$ cat src/rtl/fetch_stage.sv
// -----------------------------------------------------------------------------
// fetch_stage
//
// This is the first pipeline stage, and it feeds decode. It owns the fetch PC
// and issues in-order word requests to instruction memory. Returned words go
// into a small FIFO, and the stage presents one {PC, instr} pair per cycle to
// decode. When decode stalls (hazard), the presented pair holds. A redirect
// from execute (pcWriteEnable) flushes everything buffered and discards every
// response still in flight.
//
// Ports
//   clk            pipeline clock, rising edge
//   reset          asynchronous reset, active low (0 = reset)
//   hazard         decode stall: hold PC / instr / instrValid
//   pcWriteEnable  redirect request from execute (overrides hazard)
//   pcWriteData    redirect target (forced to word alignment)
//   imemReqValid   request valid towards instruction memory
//   imemReqReady   memory accepts the request this cycle
//   imemReqAddr    word address requested
//   imemRspValid   response word valid (in order, one per accepted request)
//   imemRspData    response word
//   PC             PC of the instruction presented to decode
//   instr          instruction presented to decode (NOP when bubble)
//   instrValid     1 = real instruction, 0 = bubble
// -----------------------------------------------------------------------------
module fetch_stage #(
  parameter logic [31:0] RESET_PC = 32'h0000_0000,
  parameter int          DEPTH    = 2,
  parameter logic [31:0] NOP      = 32'h0000_0033
) (
  input  logic        clk,
  input  logic        reset,
  input  logic        hazard,
  input  logic        pcWriteEnable,
  input  logic [31:0] pcWriteData,
  output logic        imemReqValid,
  input  logic        imemReqReady,
  output logic [31:0] imemReqAddr,
  input  logic        imemRspValid,
  input  logic [31:0] imemRspData,
  output logic [31:0] PC,
  output logic [31:0] instr,
  output logic        instrValid
);

  localparam int AW = $clog2(DEPTH);
  localparam int CW = $clog2(DEPTH + 1);

  localparam logic [CW-1:0] CNT_ONE   = CW'(1);
  localparam logic [CW-1:0] CNT_DEPTH = CW'(DEPTH);
  localparam logic [CW:0]   OCC_DEPTH = (CW + 1)'(DEPTH);
  localparam logic [AW-1:0] PTR_ONE   = AW'(1);

  // Control state
  logic [31:0]   fetch_pc;
  logic [CW-1:0] outstanding;   // accepted requests whose response has not returned
  logic [CW-1:0] drop;          // in-flight responses that belong to a squashed path
  logic [CW-1:0] fifo_count;
  logic [AW-1:0] fifo_rd;
  logic [AW-1:0] fifo_wr;
  logic [AW-1:0] pcq_rd;
  logic [AW-1:0] pcq_wr;

  // Data storage (no reset needed: contents are only read behind valid counts)
  logic [31:0] fifo_pc    [DEPTH];
  logic [31:0] fifo_instr [DEPTH];
  logic [31:0] pcq        [DEPTH];

  // Output register presented to decode
  logic [31:0] pc_p0;
  logic [31:0] instr_p0;
  logic        vld_p0;

  // Combinational control
  logic [CW:0] occupancy;
  logic        req_fire;
  logic        fifo_empty;
  logic        fifo_full;
  logic        rsp_keep;
  logic [31:0] rsp_pc;
  logic        advance;
  logic        pop;
  logic        bypass;
  logic        push;
  logic        unused_addr_bits;

  // The low two bits of a redirect target are forced to zero.
  assign unused_addr_bits = ^pcWriteData[1:0];

  // Buffered words plus outstanding requests never exceed DEPTH, so every
  // response always has a FIFO slot. That cap is what makes overflow impossible.
  assign occupancy    = {1'b0, fifo_count} + {1'b0, outstanding};
  assign imemReqValid = reset && !pcWriteEnable && (occupancy < OCC_DEPTH);
  assign imemReqAddr  = fetch_pc;
  assign req_fire     = imemReqValid && imemReqReady;

  assign fifo_empty = (fifo_count == '0);
  assign fifo_full  = (fifo_count == CNT_DEPTH);

  // A response is kept only if it is not owed to a squashed path and it does
  // not collide with a redirect in the same cycle.
  assign rsp_keep = imemRspValid && (drop == '0) && !pcWriteEnable;
  assign rsp_pc   = pcq[pcq_rd];

  // A kept response goes straight to the output register when nothing older
  // is buffered and decode can take it. Otherwise it is queued.
  assign advance = !pcWriteEnable && !hazard;
  assign pop     = advance && !fifo_empty;
  assign bypass  = advance && fifo_empty && rsp_keep;
  assign push    = rsp_keep && !bypass;

  // ---- stage 0: fetch PC, request bookkeeping and FIFO control ----
  always_ff @(posedge clk or negedge reset) begin
    if (!reset) begin
      fetch_pc    <= RESET_PC;
      outstanding <= '0;
      drop        <= '0;
      fifo_count  <= '0;
      fifo_rd     <= '0;
      fifo_wr     <= '0;
      pcq_rd      <= '0;
      pcq_wr      <= '0;
    end else begin
      // Fetch PC: a redirect wins. No request can be accepted in a redirect
      // cycle, because imemReqValid is low.
      if (pcWriteEnable) begin
        fetch_pc <= {pcWriteData[31:2], 2'b00};
      end else if (req_fire) begin
        fetch_pc <= fetch_pc + 32'd4;
      end

      // Outstanding requests: an accept and a response in the same cycle cancel.
      unique case ({req_fire, imemRspValid})
        2'b10:   outstanding <= outstanding + CNT_ONE;
        2'b01:   outstanding <= outstanding - CNT_ONE;
        default: outstanding <= outstanding;
      endcase

      // On a redirect, every request still outstanding after this cycle
      // belongs to the old path. That count already includes any drops still
      // pending from an earlier redirect, so back-to-back redirects accumulate
      // without double counting.
      if (pcWriteEnable) begin
        drop <= outstanding - (imemRspValid ? CNT_ONE : '0);
      end else if (imemRspValid && (drop != '0)) begin
        drop <= drop - CNT_ONE;
      end

      // The PC queue mirrors the memory's in-order responses one to one,
      // including responses that end up discarded.
      if (req_fire) begin
        pcq_wr <= pcq_wr + PTR_ONE;
      end
      if (imemRspValid) begin
        pcq_rd <= pcq_rd + PTR_ONE;
      end

      // Instruction FIFO
      if (pcWriteEnable) begin
        fifo_count <= '0;
        fifo_rd    <= '0;
        fifo_wr    <= '0;
      end else begin
        if (push) begin
          fifo_wr <= fifo_wr + PTR_ONE;
        end
        if (pop) begin
          fifo_rd <= fifo_rd + PTR_ONE;
        end
        unique case ({push, pop})
          2'b10:   fifo_count <= fifo_count + CNT_ONE;
          2'b01:   fifo_count <= fifo_count - CNT_ONE;
          default: fifo_count <= fifo_count;
        endcase
      end
    end
  end

  // ---- stage 0 storage: PC queue and FIFO payload ----
  always_ff @(posedge clk) begin
    if (req_fire) begin
      pcq[pcq_wr] <= fetch_pc;
    end
    if (push) begin
      fifo_pc[fifo_wr]    <= rsp_pc;
      fifo_instr[fifo_wr] <= imemRspData;
    end
  end

  // ---- stage 0 -> decode: output register ----
  always_ff @(posedge clk or negedge reset) begin
    if (!reset) begin
      pc_p0    <= RESET_PC;
      instr_p0 <= NOP;
      vld_p0   <= 1'b0;
    end else if (pcWriteEnable) begin
      // Redirect squashes the presented instruction even under a stall.
      // PC is left alone.
      instr_p0 <= NOP;
      vld_p0   <= 1'b0;
    end else if (!hazard) begin
      if (!fifo_empty) begin
        pc_p0    <= fifo_pc[fifo_rd];
        instr_p0 <= fifo_instr[fifo_rd];
        vld_p0   <= 1'b1;
      end else if (rsp_keep) begin
        pc_p0    <= rsp_pc;
        instr_p0 <= imemRspData;
        vld_p0   <= 1'b1;
      end else begin
        instr_p0 <= NOP;
        vld_p0   <= 1'b0;
      end
    end
  end

  assign PC         = pc_p0;
  assign instr      = instr_p0;
  assign instrValid = vld_p0;

  // Structural invariants of the occupancy cap
  fifo_no_overflow : assert property (@(posedge clk) disable iff (!reset)
    !(push && fifo_full && !pop));
  pcq_no_overflow : assert property (@(posedge clk) disable iff (!reset)
    !(req_fire && (outstanding == CNT_DEPTH)));
  no_orphan_response : assert property (@(posedge clk) disable iff (!reset)
    !(imemRspValid && (outstanding == '0)));

endmodule

$ cat config.mk
export PLATFORM = sky130hd
export DESIGN_NAME = fetch_stage
export DESIGN_NICKNAME = d
export VERILOG_FILES = /design/src/rtl/fetch_stage.sv
export SDC_FILE = /design/constraint.sdc
export NUM_CORES = 1
export LEC_CHECK = 0
export BUFFER_PORTS_ARGS = -buffer_cell sky130_fd_sc_hd__buf_4
export CAP_MARGIN = 5
export CORE_UTILIZATION = 33
export CTS_CLUSTER_DIAMETER = 30
export DETAILED_ROUTE_END_ITERATION = 10
export SETUP_SLACK_MARGIN = 0.15
export SLEW_MARGIN = 20
export SYNTH_ARGS = -nofsm -noshare
export SYNTH_HDL_FRONTEND = slang
export SYNTH_SLANG_ARGS = --single-unit
$ cat constraint.sdc
create_clock -name clk -period 10.2 [get_ports clk]
set_clock_uncertainty 0.05 [all_clocks]
set_input_delay 1.02 -clock clk [delete_from_list [all_inputs] [get_ports clk]]
set_output_delay 1.02 -clock clk [all_outputs]
set_load 0.05 [all_outputs]
Word-level counts from Yosys, hierarchy flattened
Memory sizes are Yosys's and may differ from the RTL's.
Cells that the tools add are included.
{"block": "word_totals", "inputBits": 70, "register_bits": 107, "ram_bits": 192, "memories": 3}
{"name": "fifo_instr", "words": 2, "word_bits": 32, "read_ports": 1, "rd_clocked_by_memory_dff": 0, "wr": 1, "line_no": "66", "text": "logic [31:0] fifo_instr [DEPTH];"}
{"name": "fifo_pc", "words": 2, "word_bits": 32, "read_ports": 1, "rd_clocked_by_memory_dff": 0, "wr": 1, "line_no": "65", "text": "logic [31:0] fifo_pc [DEPTH];"}
{"name": "pcq", "words": 2, "word_bits": 32, "read_ports": 1, "rd_clocked_by_memory_dff": 0, "wr": 1, "line_no": "67", "text": "logic [31:0] pcq [DEPTH];"}
{"block": "op_classes", "order_cmp": 1, "bitwise": 2, "reduce_logical": 25, "muxes": 26, "eq_ne": 6, "n_addsub": 12}
{"cell": "32-bit two-way mux", "n": 8}
{"cell": "32-bit by 3-bit adder with 32-bit output, second input constant", "n": 1}
{"cell": "1-bit two-way mux", "n": 13}
{"cell": "2-bit nonzero test", "n": 6}
{"cell": "1-bit logical AND", "n": 11}
{"cell": "2-bit case mux with 2 select lines", "n": 2}
{"cell": "2-bit two-way mux", "n": 3}
{"cell": "2-bit by 1-bit subtractor with 2-bit output, second input constant", "n": 3}
{"cell": "1-bit adder, second input constant", "n": 4}
{"cell": "2-bit by 1-bit adder with 2-bit output, second input constant", "n": 2}
{"cell": "2-bit by 1-bit == test with 1-bit output, second input constant", "n": 2}
{"cell": "2-bit == test, second input constant", "n": 2}
{"cell": "1-bit logical NOT", "n": 4}
{"cell": "2-bit logical NOT", "n": 2}
{"cell": "2-bit by 1-bit != test with 1-bit output, second input constant", "n": 2}
{"cell": "2-bit by 2-bit adder with 3-bit output", "n": 1}
{"cell": "3-bit by 2-bit < comparator with 1-bit output, second input constant", "n": 1}
{"cell": "3-bit AND reduction", "n": 1}
{"cell": "3-bit nonzero test", "n": 1}
{"cell": "1-bit inverter", "n": 2}
{"cell": "2-bit by 1-bit subtractor with 2-bit output", "n": 1}

Depth between registers and ports, before layout
{"block": "logic_depth", "ltp_word": 9, "depth_mapped": 10}

Least setup slack after synthesis
No wires, ideal clock.
{"block": "synth_timing", "path_type": "input to register", "start": "input pcWriteEnable", "end": "memory fifo_instr[0][0] (enable)", "t_arrival_ps": 7578, "setup_ps": 635, "path_slack_ps": 1937, "path_buffers": 3, "cell_stages": 4, "cell_sequence": "clkbuf_1 buf_1 clkbuf_1 nor4_1"}
{"block": "synth_between", "elab_chain_cells": 8}
{"item": "from (decl)", "line_no": "34", "text": "input logic pcWriteEnable,"}
{"item": "1-bit logical NOT *", "line_no": "102, 107"}
{"item": "1-bit logical AND", "line_no": "107", "text": "assign advance = !pcWriteEnable && !hazard;"}
{"item": "1-bit logical AND (2 in a row)", "line_no": "109", "text": "assign bypass = advance && fifo_empty && rsp_keep;"}
{"item": "1-bit logical NOT", "line_no": "110", "text": "assign push = rsp_keep && !bypass;"}
{"item": "1-bit logical AND *", "line_no": "110"}
{"item": "1-bit two-way mux *", "line_no": "184", "text": "if (push) begin"}
{"item": "1-bit two-way mux (implied by the code) *", "line_no": "186", "text": "fifo_instr[fifo_wr] <= imemRspData;"}
{"item": "to (decl)", "line_no": "66"}
Mark *: on every way between the ends. The rest lies on a longest branch, timed or not.

Worst setup path after layout
{"block": "layout_timing", "start": "register fifo_count[0]", "end": "output imemReqValid"}
{"block": "layout_between", "elab_chain_cells": 3}
{"item": "from (decl)", "line_no": "58", "text": "logic [CW-1:0] fifo_count;"}
{"item": "from (signal assigned)", "line_no": "171", "text": "2'b10: fifo_count <= fifo_count + CNT_ONE;"}
{"item": "from (signal assigned)", "line_no": "172", "text": "2'b01: fifo_count <= fifo_count - CNT_ONE;"}
{"item": "from (signal assigned)", "line_no": "173", "text": "default: fifo_count <= fifo_count;"}
{"item": "2-bit by 2-bit adder with 3-bit output", "line_no": "92", "text": "assign occupancy = {1'b0, fifo_count} + {1'b0, outstanding};"}
{"item": "3-bit by 2-bit < comparator with 1-bit output", "line_no": "93", "text": "assign imemReqValid = reset && !pcWriteEnable && (occupancy < OCC_DEPTH);"}
{"item": "1-bit logical AND", "line_no": "93"}
{"item": "to (decl)", "line_no": "36", "text": "output logic imemReqValid,"}
No other way between the ends.

==> impl_results.md <==
* Comb pwr share at 19.7%
* FFs w/ async S/R, synth at 35.9%
* F_max at 288 MHz
* CTS tree: yes
* Pwr dens at 290 nW/um^2
* Number of vias in the routed layout at 7859
* Die Y at roughly 190 um
* Maximum root-to-sink buffer count at 3
* Crit-path max FO at 9
* Clock transition at path regs at 0.05 ns
* Top FF cell, synth: edfxtp_1
* Mapped Avg Cell Area at roughly 14 um^2
* Clock power frac at 47.2%
* Worst Path Required at 9.13 ns
* Count of cell types in the netlist at 53
* Final nets at 1119
* # setup viols final at 0
* Row cnt at approximately 70
* MaxCap Viol Count at 0
* Fin. max-slew vios at 0
* Register share of total power at 33.1%
* Critical Path AT at 2.40 ns
* I/O Buffers at 161
* Setup crit start kind: flop
* Worst hold slack at 0.379 ns
* Routed wire length at 28.3 mm
* Iter 0 DRT Violations at roughly 370
* GPL Wtd Cong at 0.801
* Kind of cell adding the most delay to the critical path: simple AND/OR/NAND/NOR gates
* Period utilization at 34.0%
* Vias per cell at 5.06
* Slowest cell on the critical path: dfrtp_1
* GRT overflow at 0
* CORE AREA at between 30000 and 40000 um^2
* Hold-fix buffers at CTS at 0
* Hold WC Path Type: input pin to asynchronous set/reset pin
* Final Hold Fails at 0
* Top post-synthesis cells by area: edfxtp_1, dfrtp_1, mux2_2
* Crit path cell chain: and2_1 -> fa_1 -> nor4b_1 -> buf_4
* GRT busiest layer: met1
* First-pass GRT wire length at ~45 mm
* M1 GR Usage at 22.9%
* Post-route setup TNS at 0 ns
* Max H-tree Level at 3
* Largest net degree at the start of global routing at 63
* Post-CTS Setup Repair Bufs at 0
* Final design area excluding fillers at 15800 um^2
* Drt first pass iters at 5
* P_leak at 6.07 nW
* Clock root cell: clkbuf_16
* Setup WS pre-CTS at approximately 6.4 ns
* Proportion of layout cells with a drive suffix above 1 at 31.4%
* Worst Tran Pin Value at 0.952 ns
* DPL Wire Length at 17.0 mm
* Met3 GRT Util at 4.25%
* Number of synthesized register bits at 287
* DRC viols at 0
* Internal Power at 3.20 mW
* Post-synth top area share at between 40% and 50%
* # IOs at 168
* CTS Buf Count at between 60 and 70
* Worst slew margin at 36.6%
* Most common library cells after synthesis: edfxtp_1, dfrtp_1, nand2_1, nor2_1, clkbuf_1
* Mapped Cells at 856
* Status: finished, final reports clean
* Worst setup path class: flop to primary output
* Area after DPL at 13500 um^2
* Post-synth EDFFs at 184
* Worst path bufs/invs at 1
* Switching Fraction at 30.2%
* Reg2reg start: fifo_count[0]$_DFFE_PN0P_
* Reg2Reg Setup Slack at 7.05 ns
* Drt wl/cell at 18.2 um
* Post-CTS Resized at 0
* Mapped cell area at 11800 um^2
* Initial antenna violation count at 1
* Peak supply drop at 0.000139 V
* RR Endpoint: pcq[0][13]$_DFFE_PP_
* Die Span X at 191 um
* RSZ-0062 raised after global routing: false
* Synth Warn # at 0
* Most common cell in the synthesized netlist: edfxtp_1
* Grt met2 use at a little under a quarter
* Crit path largest cell delay at 0.56 ns
* Dominant cell type by area after synthesis: edfxtp_1
* CTS sink count at 287
* Post-route ant nets at 0
* Starting Density at ~34%
* P_sw at 1.38 mW
* Tmin final at 3.47 ns
* Die area at 36400 um^2
* All-layer global routing usage at 15.9%
* Area delta synth->final at 34.2%
* Vias in the first global route at 7886
* CP Capture Type: primary output
* Worst Setup Slack, final at 6.73 ns
* Cell depth of the worst flop-to-flop path at 5
* Seq/Total Area, Yosys at about 69%
* Clock latency on the worst-skew pair at 0.54 ns
[per-layer routing]
metal	up-vias	wire length, um
li1	3675	-
met1	3865	13600
met2	268	12200
met3	51	1950
met4	0	556
met5	-	0
[power by group through the flow]
| stage | clock [mW] | combinational, mW | sequential [mW] |
|---|---|---|---|
| floorplan | 0 | 0.330 | 1.79 |
| global placement | 0 | 0.903 | 1.53 |
| detailed placement | 0 | 0.909 | 1.54 |
| CTS | 2.20 | 0.913 | 1.52 |
| global route | 2.27 | 0.972 | 1.54 |
| finish | 2.16 | 0.904 | 1.52 |
[worst register-to-register path, delay by kind of cell, from the launching register on]
family / cells / cell delay (ns)
fa+ha+maj: 1 / 0.44
flops: 1 / 0.56
simple gates: 4 / 1.70
[per-stage QoR]
step | std cells | utilization (%) | power [mW]
after floorplan | 859 | - | 2.12
after global routing | 1552 | 45.4 | 4.78
final | 1553 | 45.4 | 4.58
after CTS | 1552 | 45.4 | 4.64
after global placement | 1427 | 38.6 | 2.43
after detailed placement | 1428 | 38.7 | 2.45
[cell usage in the layout (no fill, tap or decap), types with 5 or more instances in the layout]
cell and count:
or3_1 6, o21ai_0 20, clkbuf_16 71, nor2_1 52
nor2b_1 32, clkinvlp_4 8, a221o_1 29, bufinv_16 8
nand2_1 62, nand4_1 10, mux2_2 34, a31oi_1 14
clkbuf_8 5, inv_1 12, dfrtp_1 98, xor2_1 9
clkinv_2 13, clkinv_4 8, edfxtp_1 184, nand3_1 15
a21oi_1 38, or4_1 14, and3_1 8, o31ai_1 40
mux2i_1 29, buf_4 172, xnor2_1 9, a211oi_1 31
clkinv_1 5
[kinds of logic after synthesis]
kind of cell               count (synthesis)  synth area share, %
DFF                                      287                 68.9
xor gates and xnor gates                  18                 1.34
other                                      1               0.0319
buffers and inverters                     71                 2.58
adders and majority gates                  5                0.595
AOI/OAI and AO/OA                        185                 11.0
muxes                                     63                 5.72
and+or+nand+nor                          226                 9.84
[sequential cells by signal, summed over array words and instances (netlist names), 2 cells and up]
name / count
instr: 32
drop: 2
fifo_instr: 64
imemReqAddr: 30
fifo_pc: 60
fifo_count: 2
pcq: 60
outstanding: 2
PC: 30
[worst max-delay path by stage]
stage | endpoint | slack (ns) | start | cells after the start
after floorplan | fifo_instr[0][0]$_DFFE_PP_ | 1.94 | pcWriteEnable | 4
after global placement | imemReqAddr[29]$_DFFE_PN0P_ | 5.85 | reset | 6
after detailed placement | imemReqAddr[29]$_DFFE_PN0P_ | 6.36 | reset | 6
after CTS | imemReqValid | 6.68 | fifo_count[0]$_DFFE_PN0P_ | 4
after global routing | imemReqValid | 6.59 | fifo_count[0]$_DFFE_PN0P_ | 4
final | imemReqValid | 6.73 | fifo_count[0]$_DFFE_PN0P_ | 4
[layout make-up]
type                       count  area, um^2
fill                        3122       19000
sequential                   287        8110
tap                          455         569
timing repair buffer         173        1320
clock buffer                  79        1860
clock inverter                45         480
antenna                        1        2.50
multi-input combinational    501        3410
inverter                      12        45.0
Note: power is estimated with default switching activity, not from simulation.
